### src/rtl/ir_window_ctrl.sv
// Windowed IR pulse-rate controller: synchronizes detect_pin, counts rising edges over
// back-to-back fixed windows and drives a debounced threshold decision on mode.
module ir_window_ctrl #(
   parameter int unsigned WINDOW_CYCLES = 2000,
   parameter int unsigned CNT_W         = 10,
   parameter int unsigned THRESH        = 7,
   parameter int unsigned CONFIRM       = 2
) (
   input  logic             clk,
   input  logic             rst_n,
   input  logic             enable,
   input  logic             detect_pin,
   output logic             mode,
   output logic [CNT_W-1:0] pulse_count,
   output logic             count_valid,
   output logic             busy
);

   localparam int unsigned TMR_W = (WINDOW_CYCLES > 2) ? $clog2(WINDOW_CYCLES) : 1;
   localparam int unsigned AGR_W = (CONFIRM > 1) ? $clog2(CONFIRM + 1) : 1;
   localparam logic [TMR_W-1:0] TMR_LAST = TMR_W'(WINDOW_CYCLES - 1);

   typedef enum logic [1:0] {
      S_IDLE,
      S_ARM,
      S_MEASURE,
      S_EVAL
   } state_t;

   state_t             state_q;
   logic               sync1_q, sync2_q, prev_q;
   logic               edge_flag;
   logic [TMR_W-1:0]   timer_q;
   logic [CNT_W-1:0]   edge_cnt_q;
   logic [AGR_W-1:0]   agree_q;
   logic [AGR_W-1:0]   agree_d;
   logic               mode_q, mode_d;
   logic               vote_d;
   logic [CNT_W-1:0]   pulse_count_q;
   logic               count_valid_q;
   logic               busy_q;

   always_ff @(posedge clk or negedge rst_n) begin
      if (!rst_n) begin
         sync1_q <= 1'b0;
         sync2_q <= 1'b0;
         prev_q  <= 1'b0;
      end else begin
         sync1_q <= detect_pin;
         sync2_q <= sync1_q;
         prev_q  <= sync2_q;
      end
   end

   assign edge_flag = sync2_q & ~prev_q;

   // A disagreeing window only flips mode after CONFIRM consecutive votes against it.
   always_comb begin
      vote_d  = (32'(edge_cnt_q) >= THRESH);
      agree_d = '0;
      mode_d  = mode_q;
      if (vote_d != mode_q) begin
         if ((agree_q + AGR_W'(1)) == AGR_W'(CONFIRM)) begin
            mode_d = ~mode_q;
         end else begin
            agree_d = agree_q + AGR_W'(1);
         end
      end
   end

   always_ff @(posedge clk or negedge rst_n) begin
      if (!rst_n) begin
         state_q       <= S_IDLE;
         timer_q       <= '0;
         edge_cnt_q    <= '0;
         agree_q       <= '0;
         mode_q        <= 1'b0;
         pulse_count_q <= '0;
         count_valid_q <= 1'b0;
         busy_q        <= 1'b0;
      end else begin
         count_valid_q <= 1'b0;
         case (state_q)
            S_IDLE: begin
               if (enable) begin
                  state_q <= S_ARM;
                  busy_q  <= 1'b1;
               end
            end
            S_ARM: begin
               edge_cnt_q <= '0;
               timer_q    <= '0;
               agree_q    <= '0;
               state_q    <= S_MEASURE;
            end
            S_MEASURE: begin
               // Losing enable abandons the window; results and agree state are kept.
               if (!enable) begin
                  state_q <= S_IDLE;
                  busy_q  <= 1'b0;
               end else begin
                  if (edge_flag && (edge_cnt_q != '1)) begin
                     edge_cnt_q <= edge_cnt_q + CNT_W'(1);
                  end
                  if (timer_q == TMR_LAST) begin
                     state_q <= S_EVAL;
                  end else begin
                     timer_q <= timer_q + TMR_W'(1);
                  end
               end
            end
            S_EVAL: begin
               pulse_count_q <= edge_cnt_q;
               count_valid_q <= 1'b1;
               mode_q        <= mode_d;
               agree_q       <= agree_d;
               edge_cnt_q    <= '0;
               timer_q       <= '0;
               if (enable) begin
                  state_q <= S_MEASURE;
               end else begin
                  state_q <= S_IDLE;
                  busy_q  <= 1'b0;
               end
            end
            default: begin
               state_q <= S_IDLE;
               busy_q  <= 1'b0;
            end
         endcase
      end
   end

   assign mode        = mode_q;
   assign pulse_count = pulse_count_q;
   assign count_valid = count_valid_q;
   assign busy        = busy_q;

endmodule

### config.mk
export PLATFORM = sky130hd
export DESIGN_NAME = ir_window_ctrl
export DESIGN_NICKNAME = d
export VERILOG_FILES = /design/src/rtl/ir_window_ctrl.sv
export SDC_FILE = /design/constraint.sdc
export NUM_CORES = 1
export LEC_CHECK = 0
export BUFFER_PORTS_ARGS = -buffer_cell sky130_fd_sc_hd__buf_4
export CAP_MARGIN = 10
export CORE_UTILIZATION = 35
export DETAILED_ROUTE_END_ITERATION = 10
export SETUP_SLACK_MARGIN = 0.4
export SYNTH_ARGS = -nofsm -noshare
export SYNTH_HDL_FRONTEND = slang
export SYNTH_SLANG_ARGS = --single-unit
### constraint.sdc
create_clock -name clk -period 2.3 [get_ports clk]
set_clock_uncertainty 0.15 [all_clocks]
set_input_delay 0.115 -clock clk [delete_from_list [all_inputs] [get_ports clk]]
set_output_delay 0.115 -clock clk [all_outputs]
set_load 0.03 [all_outputs]
==> flow_metrics.tcl, run 1 <==
set metrics [dict create \
    wl_per_cell_um 13.3 \
    critical_path.cell_chain "ha_2 > and4b_1 > a311o_1 > or3_1 > a21oi_2" \
    rsz0062_at_grt "true" \
    fin_tns_setup_ns 0 \
    slowest_delay_ns 0.39 \
    routed_wl_mm 3.57 \
    grt_max_degree 42 \
    start_util_pct 36.7 \
    ctsHtreeMaxLevel 2 \
    cp_top_family "simple AND/OR/NAND/NOR gates" \
    clkLatencyLatePin_ns 0.29 \
    post-route-period-util_pct 81.2 \
    dpl.cell_count 256 \
    period_needed_ns 1.87 \
    clockBufferDepth 2 \
    power_leakage_nw 1.03 \
    fin_cells 269 \
    syn_area_um2 1900 \
    hold_violations 0 \
    syn-instance-count 172 \
    grt_use_total_pct 13.9 \
    coreArea_um2 5170 \
    worst_pin_slew_ns 0.520 \
    post-synth-top-count-cell "dfrtp_1" \
    die_w_um 75.7 \
    drtPass1Iterations 4 \
    critPathKind "reg -> reg" \
    cts_sinks 41 \
    cts_tree "done" \
    ys_seq_elements 41 \
    crit_buf_inv 0 \
    arrival_ns 1.94 \
    slew_headroom_pct 65.3 \
    ios 17 \
    grt_pass1_vias 1209 \
    crit_required_ns 2.37 \
    num_antenna_cells 0 \
    io_buffers 16 \
    synthArstFlopShare_pct 100 \
    slew_viol_final 0 \
    drtAntennaViolNets 0 \
    min_path_type "in -> async" \
    antenna_found_initial 0 \
    yosysSeqAreaShare_pct 54.0 \
    ys.flop_type "dfrtp_1" \
    startpoint_type "flip-flop" \
    overflow 0 \
    synth.distinct_cells 37 \
    tritoncts.num_buffers 5 \
    fmax_mhz 535 \
    synth_common_cells "dfrtp_1, nor2_1, a21oi_1, mux2_2, nand2_1" \
    cp_slowest_cell "dfrtp_1" \
    setup_viol 0 \
    status "finished clean" \
    synth_top_area_share_pct 54.0 \
    max_cap_viol_count 0 \
    routabilityCongestion 0.773 \
    fillers 491 \
    vias 1398 \
    synth_area_leaders "dfrtp_1, mux2_2, a21oi_1, nor2_1, xnor2_1" \
    clk_pin_slew_ns 0.08 \
    area_growth_pct 18.8 \
    powerDensity_nw_per_um2 667 \
    drc 0 \
    hpwl_mm 2.35 \
    drive_gt1_share_pct 24.1 \
    grt_pass1_wl_mm 5.93 \
    cts-root-buf "clkbuf_8" \
    die_height_um 75.7 \
    final_nets 205 \
    syn_nets 178 \
    ys.warnings.count 0 \
    worst-path-max-fanout 4 \
    viasPerCell 5.20 \
    rows 26 \
    synth_edf_count 0 \
    vdd_ir_drop_max_uv 288 \
    first_iter_violations 83 \
    synth_top_cell_by_area "dfrtp_1" \
    die-area_um2 5730 \
    critPathCaptureType "flip-flop" \
    avgSynthCellArea_um2 11.0 \
]
path summary, 6_finish.rpt:
path	from	endpoint	slack [ns]	cells past startpoint
worst max-delay path	timer_q[1]	timer_q[9]	0.43	5
worst min-delay path	rst_n	timer_q[9]	0.19	2
worst max register to register	timer_q[1]	timer_q[9]	0.43	5
worst min register to register	sync1_q	sync2_q	0.20	0
max in group asynchronous	rst_n	state_q[1]	1.43	2
min in group clk	sync1_q	sync2_q	0.20	0
logic make-up (layout without fill, tap and decap cells):
kind of cell,count (synthesis),in the layout,share of synthesized area [%]
AO/OA/AOI/OAI,30,30,10.5
adder cells (fa/ha/maj),2,2,1.32
XOR/XNOR,9,9,4.15
AND/OR/NAND/NOR,65,65,18.7
multiplexers,15,15,8.70
flip-flops,41,41,54.0
buffers and inverters,10,37,2.64
registers in the layout, summed over array words and instances (netlist names), 2 cells and up:
register and cells:
agree_q 2, edge_cnt_q 10, pulse_count 10, state_q 2, timer_q 11
cells in the final DEF, fill, tap and decap left out, drive strengths merged, types with 7 or more instances in the layout:
cell type	n
dfrtp	41
buf	22
nor2	14
mux2	12
nand2	11
a21oi	11
o21ai	7
clkbuf	7
metrics by stage:
| step | setup WS (ns) | power (mW) | area (um2) | hold slack, ns | utilization, % |
|---|---|---|---|---|---|
| after floorplan | 0.405 | 0.933 | 1910 | -0.331 | - |
| after global placement | 0.350 | 1.01 | 2100 | -0.0164 | 40.7 |
| after detailed placement | 0.309 | 1.01 | 2100 | -0.0150 | 40.7 |
| after CTS | 0.428 | 1.51 | 2240 | 0.202 | 43.2 |
| after global routing | 0.382 | 1.58 | 2260 | 0.204 | 43.6 |
| final | 0.433 | 1.50 | 2260 | 0.191 | 43.6 |
layer usage:
metal / share of wire [%] / vias to the layer above / GRT usage (%)
met5: 0 / - / 0
met4: 1.8 / 0 / 5.35
met3: 4.2 / 5 / 3.57
met2: 43 / 32 / 19.3
met1: 51 / 681 / 20.6
li1: - / 680 / -
worst register-to-register path, stage by stage (launching register included):
cell,delay [ns]
dfrtp_1,0.39
ha_2,0.20
and4b_1,0.21
a311o_1,0.39
or3_1,0.33
a21oi_2,0.13
power breakdown:
part | internal, mW | leakage (nW) | switching [mW]
Clock | 0.238 | 0.0443 | 0.235
Sequential | 0.762 | 0.556 | 0.0314
Combinational | 0.104 | 0.430 | 0.134
area by class of cell:
class	count	area, um2	share of cell area [%]
timing repair buffer	25	195	8.65
inverter	5	18.8	0.832
tap	70	87.6	3.88
multi-input combinational	121	841	37.3
sequential	41	1030	45.5
clock buffer	7	86.3	3.83
what timing repair did:
item                                    CTS  global route
hold buffers                              3             0
gates resized for setup                   0             5
setup buffers                             2             1
hold endpoints to repair                 44             0
pin swaps                                 1             5
endpoints found under the setup margin    2             3
Note: power is estimated with default switching activity, not from simulation.
==> run 2: changes to the inputs <==
Clock period 2.3 ns to 1.8 ns, I/O delays scaled along.
==> run 2 against run 1 <==
Net effect:
- critical path depth did not move
- final cell count grew 8.6%
- die area stayed put
- flip-flop and latch count stayed put
- largest power group unchanged
- via count up 7.7%
- fmax rose by 5.8%
- highest routed layer unchanged
==> flow_metrics.tcl, run 2 (synthesis gave the netlist of run 1 again) <==
set metrics [dict create \
    status "finished clean" \
    fin_ws_ns 0.0352 \
    cts_sinks 41 \
    critPathKind "reg -> reg" \
    internal-power_mw 1.44 \
    slew_viol_final 0 \
    drtAntennaViolNets 0 \
    whs_ns 0.0171 \
    arrival_ns 1.84 \
    grt_pass1_wl_mm 6.76 \
    fmax_mhz 567 \
    wl_per_cell_um 14.2 \
    reg2reg_depth 5 \
    hpwl_mm 2.52 \
    start_util_pct 36.7 \
    top_register "timer_q" \
    clk_pin_slew_ns 0.08 \
    setup_viol 0 \
    antenna_found_initial 0 \
    routed_wl_mm 4.15 \
    die_w_um 75.7 \
    clockBufferDepth 2 \
    rr_endpoint "timer_q[7]" \
    p_seq_share_pct 51.1 \
    drive_gt1_share_pct 42.3 \
    fin_tns_setup_ns 0 \
    power_leakage_nw 1.20 \
    slew_headroom_pct 65.0 \
    rsz0062_at_grt "true" \
    overflow 0 \
    layout_commonest_cell "buf_4" \
    swShare_pct 27.3 \
    critPathCaptureType "flip-flop" \
    num_antenna_cells 0 \
    startpoint_type "flip-flop" \
    area_growth_pct 39.3 \
    max_cap_viol_count 0 \
    crit_start "timer_q[1]" \
    coreArea_um2 5170 \
    first_iter_violations 78 \
    vdd_ir_drop_max_uv 276 \
    hold_depth 3 \
    ctsHtreeMaxLevel 2 \
    worst_pin_slew_ns 0.524 \
    comb_power_share_pct 18.2 \
    whs_endpoint "busy" \
    slowest_delay_ns 0.39 \
    worst-path-max-fanout 4 \
    min_path_type "in -> reg" \
    drtPass1Iterations 5 \
    drc 0 \
    die_height_um 75.7 \
    powerDensity_nw_per_um2 750 \
    cts_tree "done" \
    clkLatencyLatePin_ns 0.29 \
    switching_power_mw 0.541 \
    reg2reg_from "timer_q[1]" \
    die-area_um2 5730 \
    routabilityCongestion 0.798 \
    viasPerCell 5.15 \
    tritoncts.num_buffers 5 \
    period_needed_ns 1.76 \
    cts-root-buf "clkbuf_8" \
    min_from "enable" \
    vias 1505 \
    pre_cts_slack_ns 0.0127 \
    final_nets 228 \
    rows 26 \
    cp_slowest_cell "dfrtp_1" \
    grt_pass1_vias 1416 \
    hold_violations 0 \
    final_cell_mix "buf_4, dfrtp_1, nor2_1, a21oi_1, mux2_2" \
    grt_use_total_pct 16.0 \
    post-route-period-util_pct 98.0 \
    grt_max_degree 42 \
    fillers 458 \
    critical_path.cell_chain "ha_2 > and4b_1 > a311o_1 > or3_1 > a21oi_2" \
    io_buffers 16 \
    r2r_slack_ns 0.04 \
    crit_required_ns 1.87 \
    ios 17 \
    pwr-share-clk_pct 30.7 \
    largest_reg_flops 11 \
]
-- run 2: cell types whose count changed in the layout (fill, tap and decap cells not counted), moves of 4 or more --
cell,previous run,this run
buf_4,22,37
buf_6,0,7
nand3_1,6,2
dfrtp_2,1,5
dfrtp_1,40,36
-- run 2: how the worst max path moves through the flow --
| stage | endpoint | slack, ns |
|---|---|---|
| 2_1_floorplan | timer_q[7] | 0.07 |
| 3_3_place_gp | timer_q[9] | 0.06 |
| 3_5_place_dp | timer_q[7] | 0.01 |
| 4_1_cts | timer_q[7] | 0.03 |
| 5_1_grt | timer_q[7] | -0.02 |
| 6_report | timer_q[7] | 0.04 |
-- run 2: power by group through the flow --
| stage | Clock, mW | Sequential [mW] | Combinational [mW] |
|---|---|---|---|
| after floorplan | 0 | 1.07 | 0.134 |
| after global placement | 0 | 1.03 | 0.294 |
| after detailed placement | 0 | 1.03 | 0.297 |
| after CTS | 0.625 | 1.01 | 0.336 |
| after global routing | 0.662 | 1.02 | 0.394 |
| final | 0.610 | 1.01 | 0.361 |
-- run 2: metrics by stage --
step | cells | total power [mW] | utilization, % | instance area, um2
6_report | 292 | 1.98 | 51.2 | 2650
5_1_grt | 292 | 2.08 | 51.2 | 2650
4_1_cts | 289 | 1.97 | 49.3 | 2550
3_5_place_dp | 265 | 1.33 | 43.1 | 2230
3_3_place_gp | 265 | 1.32 | 43.1 | 2230
2_1_floorplan | 172 | 1.20 | - | 1970
-- run 2: critical path, delay by kind of cell (launching register included) --
family          cells  cell delay (ns)
fa+ha+maj           1             0.18
flops               1             0.39
simple gates        2             0.55
compound gates      2             0.43
-- run 2: layout make-up --
cell class              count  area [um2]  area share (%)
clock buffers               7        86.3            3.26
inverters                   5        18.8           0.709
multi-input cells         121        1030            38.8
flip-flops and latches     41        1030            39.0
well taps                  70        87.6            3.31
repair buffers             48         394            14.9
-- run 2: what timing repair did --
action / CTS / global route
gates resized for setup: 26 / 16
gates cloned: 0 / 1
setup buffers: 14 / 2
hold buffers: 3 / 0
pin swaps: 18 / 16
endpoints found under the setup margin: 24 / 35
endpoints found under the hold margin: 44 / 0
-- run 2: layer usage --
layer  track usage, %  wire (um)
met4             6.79         27
met1             22.2       2040
met3             2.78         90
met5                0          0
met2             24.6       1990
==> run 3: changes to the inputs <==
Clock period 1.8 ns to 2.1 ns, I/O delays scaled along.
==> run 3 against run 2 <==
Net effect:
- total power shrank 10%
- global-route usage fell by 1.7 points
- fmax shrank 0.64%
- register-to-register slack better by 0.29 ns
- flip-flop and latch count did not move
- clock-buffer cell count unchanged
==> flow_metrics.tcl, run 3 (synthesis gave the netlist of run 1 again) <==
set metrics [dict create \
    fin_ws_ns 0.324 \
    period_needed_ns 1.78 \
    overflow 0 \
    clkLatencyLatePin_ns 0.29 \
    rsz0062_at_grt "true" \
    wl_per_cell_um 13.1 \
    setup_viol 0 \
    routed_wl_mm 3.64 \
    use_met2_pct 21.6 \
    fillers 476 \
    fmax_mhz 563 \
    min_path_type "in -> reg" \
    powerDensity_nw_per_um2 743 \
    grt_pass1_wl_mm 6.07 \
    antenna_found_initial 0 \
    drtPass1Iterations 4 \
    area_growth_pct 26.4 \
    grt_util_met3_pct 2.78 \
    cp_slowest_cell "dfrtp_1" \
    ctsHtreeMaxLevel 2 \
    num_antenna_cells 0 \
    drtAntennaViolNets 0 \
    cts-root-buf "clkbuf_8" \
    crit_required_ns 2.16 \
    arrival_ns 1.83 \
    internal-power_mw 1.34 \
    switching_power_mw 0.439 \
    post-route-period-util_pct 84.6 \
    drive_gt1_share_pct 33.7 \
    slowest_delay_ns 0.38 \
    grt_pass1_vias 1286 \
    swShare_pct 24.6 \
    die-area_um2 5730 \
    critical_path.cell_chain "ha_2 > and4b_2 > a311o_1 > or3_1 > a21oi_1" \
    slew_headroom_pct 65.3 \
    slew_viol_final 0 \
    startpoint_type "flip-flop" \
    pwr-share-clk_pct 35.8 \
    rows 26 \
    cts_tree "done" \
    top_register "timer_q" \
    comb_power_share_pct 15.4 \
    coreArea_um2 5170 \
    start_util_pct 36.7 \
    worst-path-max-fanout 4 \
    first_iter_violations 54 \
    final_cell_mix "dfrtp_1, buf_4, nor2_1, mux2_2, a21oi_1" \
    die_w_um 75.7 \
    largest_reg_flops 11 \
    die_height_um 75.7 \
    layout_commonest_cell "dfrtp_1" \
    use_met1_pct 20.5 \
    cts_sinks 41 \
    critPathKind "reg -> reg" \
    vias 1402 \
    worst_pin_slew_ns 0.521 \
    viasPerCell 5.04 \
    p_seq_share_pct 48.8 \
    grt_max_degree 42 \
    ios 17 \
    total_power_mw 1.78 \
    clk_pin_slew_ns 0.07 \
    vdd_ir_drop_max_uv 269 \
    power_leakage_nw 1.08 \
    status "finished clean" \
    io_buffers 16 \
    grt_use_total_pct 14.3 \
    max_cap_viol_count 0 \
    tritoncts.num_buffers 5 \
    hold_violations 0 \
    routabilityCongestion 0.768 \
    clockBufferDepth 2 \
    fin_tns_setup_ns 0 \
    hpwl_mm 2.37 \
    critPathCaptureType "flip-flop" \
    final_nets 213 \
    pre_cts_slack_ns 0.270 \
    drc 0 \
    busiest_layer "met2" \
]
run 3: path summary, 6_finish.rpt:
kind | from | end | slack [ns] | depth (start not counted)
max | timer_q[1] | timer_q[9] | 0.32 | 5
min | enable | busy | 0.04 | 3
max reg2reg | timer_q[1] | timer_q[9] | 0.32 | 5
min reg2reg | sync1_q | sync2_q | 0.20 | 0
max in group asynchronous | rst_n | state_q[1] | 1.23 | 2
min in group asynchronous | rst_n | count_valid | 0.19 | 2
run 3: timing repair:
action	4_1_cts	5_1_grt
pin swaps	2	5
endpoints found under the setup margin	7	13
hold buffers	3	0
endpoints found under the hold margin	44	0
buffers inserted	4	8
gates resized for setup	4	16
run 3: layer usage:
metal,vias to the layer above,wire length [um]
met3,0,75
li1,700,-
met4,0,0
met2,13,1680
met1,689,1890
met5,-,0
run 3: through the flow:
stage,instance area [um2],hold WS [ns],std cells,utilization [%]
2_1_floorplan,1920,-0.341,172,-
4_1_cts,2290,0.0365,270,44.3
5_1_grt,2400,0.0606,278,46.4
3_5_place_dp,2110,-0.0244,255,40.8
6_report,2400,0.0375,278,46.4
3_3_place_gp,2110,-0.0250,255,40.8
run 3: power groups by stage:
stage                     Sequential, mW  Clock, mW  Combinational (mW)
after global routing               0.878      0.689               0.307
after detailed placement           0.893          0               0.213
after global placement             0.890          0               0.210
after CTS                          0.869      0.660               0.256
after floorplan                    0.912          0               0.113
final                              0.869      0.639               0.274
run 3: final cells by class:
class / count / area [um2] / area share [%]
Sequential cell: 41 / 1030 / 43.1
Tap cell: 70 / 87.6 / 3.65
Clock inverter: 1 / 30.0 / 1.25
Inverter: 5 / 18.8 / 0.782
Clock buffer: 7 / 86.3 / 3.60
Multi-Input combinational cell: 121 / 883 / 36.8
Timing Repair Buffer: 33 / 259 / 10.8
run 3: critical path, delay by kind of cell, from the launching register on:
family                     cells  cell delay, ns
adders and majority gates      1            0.19
AOI/OAI and AO/OA              2            0.42
DFF                            1            0.38
and+or+nand+nor                2            0.56
